## src/rtl/uart_cmd_master.sv

```systemverilog
// uart_cmd_master: sends one command byte through uart_top and waits for the ACK byte,
// with response timeout, bounded retry and a per-command status report.
module uart_cmd_master #(
   parameter int         TIMEOUT_CYCLES = 500_000,
   parameter int         MAX_RETRIES    = 2,
   parameter logic [7:0] ACK_BYTE       = 8'hAA
) (
   input  logic       i_clk,
   input  logic       i_rst_n,
   input  logic       i_cmd_valid,
   input  logic [7:0] i_cmd_byte,
   output logic       o_cmd_ready,
   output logic       o_busy,
   output logic       o_done,
   output logic [1:0] o_status,
   output logic [7:0] o_resp_byte,
   output logic [3:0] o_attempts,
   output logic       o_tx_dv,
   output logic [7:0] o_tx_byte,
   input  logic       i_tx_active,
   input  logic       i_tx_done,
   input  logic       i_rx_dv,
   input  logic [7:0] i_rx_byte
);
   localparam int CW = $clog2(TIMEOUT_CYCLES);
   typedef enum logic [2:0] {S_IDLE, S_SEND, S_WAIT_TX, S_WAIT_ACK, S_FINISH} state_t;
   state_t        r_state, w_next;
   logic [CW-1:0] r_tmo;
   logic [3:0]    r_retry, r_attempts;
   logic [7:0]    r_cmd, r_resp;
   logic [1:0]    r_status, w_result;
   logic          w_ok, w_tmo, w_fail, w_can_retry, w_wait_ack;
   assign w_wait_ack  = r_state == S_WAIT_ACK;
   assign w_ok        = i_rx_dv && i_rx_byte == ACK_BYTE;
   assign w_tmo       = r_tmo == CW'(TIMEOUT_CYCLES - 1);
   // a received byte takes priority over a timeout in the same cycle
   assign w_fail      = !w_ok && (i_rx_dv || w_tmo);
   assign w_result    = w_ok ? 2'b00 : i_rx_dv ? 2'b10 : 2'b01;
   assign w_can_retry = r_retry < 4'(MAX_RETRIES);
   always_ff @(posedge i_clk) begin
      if (!i_rst_n) r_state <= S_IDLE;
      else          r_state <= w_next;
   end
   always_comb begin
      w_next = r_state;
      case (r_state)
         S_IDLE:     w_next = i_cmd_valid ? S_SEND : S_IDLE;
         S_SEND:     w_next = i_tx_active ? S_SEND : S_WAIT_TX;
         S_WAIT_TX:  w_next = i_tx_done ? S_WAIT_ACK : S_WAIT_TX;
         S_WAIT_ACK: w_next = w_ok ? S_FINISH : !w_fail ? S_WAIT_ACK : w_can_retry ? S_SEND : S_FINISH;
         default:    w_next = S_IDLE;
      endcase
   end
   always_comb begin
      o_cmd_ready = r_state == S_IDLE;
      o_busy      = r_state != S_IDLE;
      o_done      = r_state == S_FINISH;
      o_tx_dv     = r_state == S_SEND && !i_tx_active;
   end
   assign o_tx_byte   = r_cmd;
   assign o_status    = r_status;
   assign o_resp_byte = r_resp;
   assign o_attempts  = r_attempts;
   always_ff @(posedge i_clk) begin
      if (!i_rst_n) begin
         r_cmd      <= '0;
         r_retry    <= '0;
         r_attempts <= '0;
         r_tmo      <= '0;
         r_resp     <= '0;
         r_status   <= '0;
      end else begin
         if (o_cmd_ready && i_cmd_valid) begin
            r_cmd      <= i_cmd_byte;
            r_retry    <= '0;
            r_attempts <= '0;
         end
         if (o_tx_dv && r_attempts != 4'hF) r_attempts <= r_attempts + 4'd1;
         r_tmo <= w_wait_ack ? r_tmo + CW'(1) : '0;
         if (w_wait_ack && i_rx_dv) r_resp <= i_rx_byte;
         if (w_wait_ack && w_fail && w_can_retry) r_retry <= r_retry + 4'd1;
         if (w_wait_ack && w_next == S_FINISH) r_status <= w_result;
      end
   end
endmodule

```

## config.mk

```make
export PLATFORM = sky130hd
export DESIGN_NAME = uart_cmd_master
export DESIGN_NICKNAME = d
export VERILOG_FILES = /design/src/rtl/uart_cmd_master.sv
export SDC_FILE = /design/constraint.sdc
export NUM_CORES = 1
export LEC_CHECK = 0
export CAP_MARGIN = 10
export CORE_MARGIN = 5
export CORE_UTILIZATION = 45
export DETAILED_ROUTE_END_ITERATION = 7
export PLACE_DENSITY = 0.75
export SLEW_MARGIN = 25
export SYNTH_ARGS = -nofsm -noshare
export SYNTH_HDL_FRONTEND = slang
export SYNTH_SLANG_ARGS = --single-unit
```

## constraint.sdc

```tcl
create_clock -name i_clk -period 1.7 [get_ports i_clk]
set_input_delay 0.17 -clock i_clk [delete_from_list [all_inputs] [get_ports i_clk]]
set_output_delay 0.17 -clock i_clk [all_outputs]
set_load 0.02 [all_outputs]
```

==> results.py, run 1 <==
metrics = {
    "placed_design": {
        "dpl-instance-area_um2": 2840,
        "gp_congestion": 0.802,
        "dp_hpwl_mm": 3.40,
        "io_buffers": 47,
        "post-place-cells": 366,
    },
    "floorplan": {
        "num_io_pins": 48,
        "initial_core_util": 0.459,
        "dieHeight_um": 78.9,
        "core_um2": 4660,
        "fp.dieW_um": 78.9,
        "row_count": 25,
        "dieArea_um2": 6230,
    },
    "setup_path": {
        "crit_type": "register to output pin",
        "crit_arrival_ps": 1470,
        "critPathMaxStageDelay_ps": 380,
        "crit_path_top_delay_cell": "or3_1",
        "cp-end-kind": "output pin",
        "cp-start-kind": "register",
        "path_cells": "buf_4 > or3_1 > dlygate4sd2_1",
        "crit_required_ps": 1530,
        "path_max_fanout": 2,
    },
    "route": {
        "drt_first_iter_violations": 63,
        "avgRoutedWirePerCell_um": 12.2,
        "vias": 1902,
        "drc": 0,
        "viasPerCell": 5.07,
        "antenna_left": 0,
        "first_pass_iters": 5,
        "routed_wl_mm": 4.57,
    },
    "pwr": {
        "power.density_nw_per_um2": 719,
        "power_uw": 2130,
        "leakagePower_uw": 0.00111,
        "switchingPower_uw": 495,
        "vdd_drop_max_mv": 0.461,
        "power_frac_comb": 0.142,
        "power_frac_seq": 0.544,
        "power_frac_clock": 0.314,
        "p_sw_frac": 0.232,
        "internal_power_uw": 1640,
    },
    "layout": {
        "stdcell_count": 375,
        "final_nets": 345,
        "post-route-cell-area_um2": 2970,
        "drive_gt1_frac": 0.165,
        "num_antenna_cells": 0,
        "syn2layout_area_growth_pct": 38.8,
    },
    "yosys": {
        "synth_common_cells": "nand2_1, dfxtp_1, nor2_1",
        "synth_cell_types": 37,
        "yosysWarnings": 0,
        "synth_top_area_cell": "dfxtp_1",
        "ys_ff_latch": 48,
        "synth.area.top_cells": "dfxtp_1, nand2_1, a21boi_1, xor2_1, nor2_1",
        "async_flop_share": 0,
        "synth.top_cell.area_share": 0.449,
        "yosysMostFrequentCell": "nand2_1",
        "syn_nets": 271,
        "synth_edf_count": 0,
        "syn_area_um2": 2140,
        "synthFlopType": "dfxtp_1",
        "syn_inst": 246,
        "ys_seq_area_frac": 0.449,
        "syn_avg_cell_area_um2": 8.69,
    },
    "global_routing": {
        "grt_pass1_wl_mm": 7.79,
        "antenna_found_initial": 0,
        "grt_max_degree": 23,
        "grt_overflow": 0,
        "grtUsageTotal": 0.155,
        "first_global_vias": 1795,
    },
    "timing": {
        "finalMaxSlewViolations": 0,
        "finalSetupTns_ps": 0,
        "rsz0062_at_grt": "no",
        "min_period_ps": 1640,
        "fmax_mhz": 610,
        "hold_viol_final": 0,
        "worstMarginPinSlew_ps": 378,
        "finalSetupViolations": 0,
        "skew_ps": 2.74,
        "timing.final.crit_share": 0.964,
        "slew_headroom": 0.747,
    },
    "clock_network": {
        "clk_pin_slew_ps": 80,
        "cts.htree.levels": 2,
        "numClockSinks": 48,
        "cts.path.max_buffers": 2,
        "root_buffer": "clkbuf_8",
        "cts_buffers": 5,
        "cts_tree": "built",
        "clock_latency_ps": 290,
    },
    "flow_run": {
        "maxCapViolations": 0,
    },
    "outcome": {
        "status": "finished, final reports clean",
    },
    "min_path": {
        "min_path_type": "input pin to register",
    },
}
-- layout make-up --
class                      instances  area (um2)
inverter                           2        7.51
fill                             422        1690
clock buffer                       8        90.1
multi-input combinational        187        1160
sequential                        48         963
tap                               54        67.6
timing repair buffer              76         677
-- layer usage --
layer / GRT usage / routed length [um]
met1: 0.186 / 1960
met3: 0.0454 / 261
met4: 0.0567 / 70
met2: 0.262 / 2270
met5: 0 / 0
-- what timing repair did --
action	4_1_cts	5_1_grt
pin swaps	0	3
resized for setup	13	8
hold buffers	0	0
buffers inserted	0	1
endpoints found under the setup margin	5	7
-- metrics by stage --
step	worst slack (ps)	hold slack [ps]	utilization
floorplan	87.8	273	-
global placement	-199	441	0.609
detailed placement	-217	444	0.609
CTS	5.72	411	0.631
global route	2.41	423	0.637
finish	60.7	422	0.637
-- worst paths after layout --
path / from / endpoint / slack [ps] / depth (start not counted)
min reg2reg: o_tx_byte[6] / o_tx_byte[6] / 450 / 2
max: r_state[2] / o_busy / 60 / 3
max reg2reg: r_tmo[1] / o_status[1] / 80 / 6
min: i_cmd_byte[2] / o_tx_byte[2] / 420 / 3
-- cells in the final DEF, fill, tap and decap left out, types with 2 or more instances in the layout --
cell and count:
nand3_1 9, a21boi_1 16, nand2_1 50, ha_1 2
inv_1 2, xor2_1 9, nor3b_1 2, clkdlybuf4s50_1 43
o21ai_1 4, clkbuf_2 2, dfxtp_1 46, or3_1 5
a21oi_1 7, nor2_1 18, nand2b_1 4, xnor2_1 5
mux2i_1 4, buf_4 29, and3_1 7, clkbuf_1 2
nand4_1 5, clkbuf_8 6, nor4bb_2 3, and3b_1 2
o21ai_0 5, dfxtp_2 2, and2_1 3, nor2b_1 4
o31ai_1 2, nor3_1 4
-- power groups by stage --
stage / Clock (uW) / Combinational [uW] / Sequential [uW]
2_1_floorplan: 0 / 129 / 1210
4_1_cts: 703 / 309 / 1160
6_report: 669 / 304 / 1160
3_3_place_gp: 0 / 310 / 1190
5_1_grt: 769 / 330 / 1170
3_5_place_dp: 0 / 314 / 1190
-- flip-flops by register name, summed over array words and instances, names as in the netlist --
name / flops
r_tmo: 19
o_resp_byte: 8
o_tx_byte: 8
o_attempts: 4
r_retry: 4
r_state: 3
o_status: 2
-- cells by family (layout without fill, tap and decap cells) --
group	Yosys count	after routing	synth area share
compound gates	41	41	0.131
xor+xnor	14	14	0.0573
fa+ha+maj	3	3	0.0176
buf+inv	11	86	0.0263
flops	48	48	0.449
mux	4	4	0.0187
simple gates	125	125	0.300
-- critical path, delay by kind of cell (launching register included) --
| kind | cells | cell delay, ps |
|---|---|---|
| buffers and inverters | 2 | 470 |
| AND/OR/NAND/NOR | 1 | 380 |
| flip-flops | 1 | 330 |
Note: power is estimated with default switching activity, not from simulation.
==> inputs of run 2 (changes only) <==
Settings changed: CORE_MARGIN 5 to 3, CTS_CLUSTER_DIAMETER set to 30.
==> run 2 against run 1 <==
Effect of this change: count of clock-buffer cells in the layout down 1; register-to-register slack better by 30 ps; largest power group unchanged; cell area down 0.21%.
==> results.py, run 2 (synthesis results as in run 1) <==
metrics = {
    "setup_path": {
        "critical_path.startpoint": "r_state[2]",
        "cp-start-kind": "register",
        "crit_arrival_ps": 1460,
        "crit_type": "register to output pin",
        "crit_required_ps": 1530,
        "reg2reg_slack_ps": 110,
        "r2r-start": "r_state[2]",
        "path_max_fanout": 2,
        "cp-end-kind": "output pin",
    },
    "layout": {
        "final_common_cell": "nand2_1",
        "syn2layout_area_growth_pct": 38.5,
        "layout_common_cells": "nand2_1, dfxtp_1, clkdlybuf4s50_1, buf_4, nor2_1",
        "num_antenna_cells": 0,
        "largest_register_ffs": 19,
        "final_nets": 343,
        "drive_gt1_frac": 0.163,
        "regMostFlops": "r_tmo",
    },
    "global_routing": {
        "grt_overflow": 0,
        "grt_pass1_wl_mm": 7.41,
        "grtUsageTotal": 0.168,
        "antenna_found_initial": 0,
        "grt_max_degree": 27,
        "first_global_vias": 1796,
    },
    "clock_network": {
        "cts_buffers": 5,
        "cts.path.max_buffers": 2,
        "root_buffer": "clkbuf_8",
        "cts.htree.levels": 2,
        "holdBufCountCts": 0,
        "clock_latency_ps": 290,
        "cts_tree": "built",
        "numClockSinks": 48,
        "clk_pin_slew_ps": 80,
    },
    "timing": {
        "skew_ps": 3.62,
        "rsz0062_at_grt": "yes",
        "slew_headroom": 0.706,
        "timing.final.crit_share": 0.956,
        "finalSetupTns_ps": 0,
        "hold_viol_final": 0,
        "finalSetupViolations": 0,
        "finalMaxSlewViolations": 0,
        "worstMarginPinSlew_ps": 439,
        "setup_ws_ps": 74.2,
        "min_period_ps": 1630,
        "fmax_mhz": 615,
    },
    "floorplan": {
        "dieHeight_um": 74.9,
        "dieArea_um2": 5620,
        "core_um2": 4470,
        "num_io_pins": 48,
        "fp.dieW_um": 74.9,
        "initial_core_util": 0.478,
        "row_count": 24,
    },
    "min_path": {
        "hold_start": "i_cmd_byte[0]",
        "min_path_type": "input pin to register",
    },
    "route": {
        "vias": 1921,
        "drt_first_iter_violations": 69,
        "drc": 0,
        "avgRoutedWirePerCell_um": 12.1,
        "antenna_left": 0,
        "first_pass_iters": 4,
        "viasPerCell": 5.18,
        "routed_wl_mm": 4.50,
    },
    "placed_design": {
        "dp_hpwl_mm": 3.34,
        "post-place-ws_ps": -212,
        "gp_congestion": 0.806,
        "io_buffers": 47,
    },
    "outcome": {
        "status": "finished, final reports clean",
    },
    "pwr": {
        "power.density_nw_per_um2": 728,
        "leakagePower_uw": 0.00109,
        "power_uw": 2160,
        "vdd_drop_max_mv": 0.410,
    },
    "flow_run": {
        "maxCapViolations": 0,
    },
}
==> run 2: layout make-up <==
cell class                      count  area, um2
Timing Repair Buffer               74        663
Inverter                            2       7.51
Tap cell                           52       65.1
Multi-Input combinational cell    187       1170
Fill cell                         405       1510
Sequential cell                    48        963
Clock buffer                        7       86.3
Clock inverter                      1       7.51
==> run 2: per-layer routing <==
layer / vias to the layer above / track usage / wire length [um]
li1: 990 / - / -
met1: 879 / 0.198 / 2030
met2: 46 / 0.302 / 2170
met3: 6 / 0.0427 / 244
met4: 0 / 0.0415 / 53
met5: - / 0 / 0
==> run 2: timing repair <==
item,4_1_cts,5_1_grt
pin swaps,0,3
buffers inserted,0,0
endpoints found under the setup margin,5,5
gates resized for setup,9,14
==> run 2: report_power, final <==
part / internal (uW) / switching (uW) / leakage [uW] / total, uW
clock: 331 / 361 / 0.0000445 / 692
combinational: 160 / 143 / 0.000660 / 303
sequential: 1150 / 13.6 / 0.000389 / 1160
==> run 2: final timing paths <==
| check | to | depth (start not counted) |
|---|---|---|
| worst max-delay path | o_busy | 3 |
| worst min-delay path | o_tx_byte[0] | 3 |
| worst min register to register | o_resp_byte[3] | 2 |
| worst max register to register | o_attempts[0] | 6 |
==> run 2: metrics by stage <==
step / hold slack [ps] / cell area (um2) / utilization / cells
after floorplan: 273 / 2140 / - / 246
after global placement: 440 / 2830 / 0.632 / 363
after detailed placement: 444 / 2830 / 0.632 / 363
after CTS: 406 / 2920 / 0.654 / 371
after global routing: 410 / 2960 / 0.662 / 371
final: 415 / 2960 / 0.662 / 371
==> run 2: worst max-delay path, stage by stage (launching register included) <==
cell	delay, ps
dfxtp_1	320
buf_4	130
or3_1	380
dlygate4sd2_1	330
==> inputs of run 3 (changes only) <==
Settings changed: CORE_MARGIN 3 to 4.
==> run 3 against run 2 <==
Effect of this change: largest cell class unchanged; cell count decreased by 0.27%; largest power group unchanged; critical endpoint is now o_tx_dv; maximum frequency decreased by 0.60%; wire length rose by 1.2%; total power is 0.45% higher.
==> results.py, run 3 (synthesis results as in run 1) <==
metrics = {
    "route": {
        "routed_wl_mm": 4.55,
        "vias": 1870,
        "viasPerCell": 5.05,
        "drc": 0,
        "avgRoutedWirePerCell_um": 12.3,
        "antenna_left": 0,
        "drt_first_iter_violations": 76,
        "first_pass_iters": 4,
    },
    "layout": {
        "stdcell_count": 370,
        "post-route-util": 0.654,
        "regMostFlops": "r_tmo",
        "layout_common_cells": "nand2_1, dfxtp_1, clkdlybuf4s50_1, buf_4, nor2_1",
        "drive_gt1_frac": 0.138,
        "post-route-cell-area_um2": 2930,
        "num_antenna_cells": 0,
        "regArea_um2": 961,
        "final_common_cell": "nand2_1",
        "multiInputGateArea_um2": 1130,
        "fill_cells": 399,
        "syn2layout_area_growth_pct": 36.8,
        "final_nets": 342,
        "largest_register_ffs": 19,
    },
    "timing": {
        "hold_viol_final": 0,
        "worstMarginPinSlew_ps": 557,
        "skew_ps": 5.48,
        "finalMaxSlewViolations": 0,
        "slew_headroom": 0.626,
        "fmax_mhz": 611,
        "timing.final.crit_share": 0.962,
        "finalSetupViolations": 0,
        "min_period_ps": 1640,
        "rsz0062_at_grt": "yes",
    },
    "setup_path": {
        "cp-end-kind": "output pin",
        "crit_type": "register to output pin",
        "timing.rr.end": "o_status[1]",
        "r2r-start": "r_tmo[1]",
        "reg2reg_slack_ps": 80,
        "crit_required_ps": 1530,
        "path_max_fanout": 3,
        "crit_arrival_ps": 1470,
        "cp-start-kind": "register",
        "r2r_cells": 6,
    },
    "clock_network": {
        "numClockSinks": 48,
        "cts_buffers": 5,
        "holdBufCountCts": 0,
        "cts.htree.levels": 2,
        "clock_latency_ps": 300,
        "clk_pin_slew_ps": 80,
        "cts_tree": "built",
        "cts.path.max_buffers": 2,
        "root_buffer": "clkbuf_8",
    },
    "global_routing": {
        "met2_usage": 0.279,
        "first_global_vias": 1799,
        "grt_max_degree": 16,
        "antenna_found_initial": 0,
        "grt_pass1_wl_mm": 7.98,
        "use_met3": 0.0504,
        "met1_usage": 0.192,
        "grtUsageTotal": 0.164,
        "grt_overflow": 0,
        "grt.busiest_layer": "met2",
    },
    "floorplan": {
        "num_io_pins": 48,
        "dieHeight_um": 76.9,
        "core_um2": 4470,
        "initial_core_util": 0.478,
        "dieArea_um2": 5920,
        "fp.dieW_um": 76.9,
        "row_count": 24,
    },
    "min_path": {
        "min_path_type": "input pin to register",
        "min_to": "o_tx_byte[6]",
        "hold_path_depth": 3,
        "hold_start": "i_cmd_byte[6]",
    },
    "pwr": {
        "vdd_drop_max_mv": 0.451,
        "power.density_nw_per_um2": 740,
        "leakagePower_uw": 0.00109,
    },
    "flow_run": {
        "maxCapViolations": 0,
    },
    "placed_design": {
        "io_buffers": 47,
        "post-place-cells": 361,
        "dpl-instance-area_um2": 2810,
        "dp_hpwl_mm": 3.46,
        "gp_congestion": 0.847,
    },
    "outcome": {
        "status": "finished, final reports clean",
    },
}
run 3: changes by cell type in the layout (fill, tap and decap cells not counted), sizes merged:
cell / change
clkbuf: -2
clkinvlp: +1
buf: -1
clkdlybuf4s15: +1
run 3: per-layer routing:
metal | vias to the layer above | wire length (um)
met3 | 7 | 259
met5 | - | 0
met4 | 0 | 70
li1 | 993 | -
met1 | 834 | 2050
met2 | 36 | 2170
run 3: stage by stage:
step           TNS [ps]  hold WS, ps  setup WS, ps  power (uW)
6_report              0          406          64.4        2170
5_1_grt           -78.5          411         -35.3        2270
4_1_cts               0          396          22.4        2210
3_5_place_dp       -986          446          -206        1500
3_3_place_gp       -776          440          -200        1500
2_1_floorplan         0          273          87.8        1340
run 3: how the worst max path moves through the flow:
stage,start,end,cells after the start
after global placement,i_tx_active,o_tx_dv,4
after floorplan,r_tmo[0],o_status[1],6
after CTS,r_state[1],o_cmd_ready,4
final,r_state[2],o_tx_dv,3
after global routing,r_tmo[0],o_status[1],6
after detailed placement,i_tx_active,o_tx_dv,4
run 3: critical path: stages (launching register included):
cell             delay, ps
dfxtp_1                320
or4b_4                 530
inv_1                   60
clkdlybuf4s15_2        250
run 3: layout make-up:
class	count	area share
multi-input cells	187	0.388
flip-flops and latches	48	0.328
repair buffers	73	0.226
clock buffers	6	0.0282
well taps	52	0.0222
clock inverters	2	0.00513
inverters	2	0.00257
run 3: what timing repair did:
action | CTS | global route
setup buffers | 0 | 1
pin swaps | 0 | 1
hold endpoints to repair | 0 | 0
setup endpoints to repair | 4 | 9
resized for setup | 7 | 5
run 3: where the power goes:
part / switching, uW / total [uW] / leakage, uW / internal [uW]
clock network: 369 / 698 / 0.0000434 / 329
logic: 144 / 306 / 0.000655 / 163
registers: 13.7 / 1160 / 0.000388 / 1150
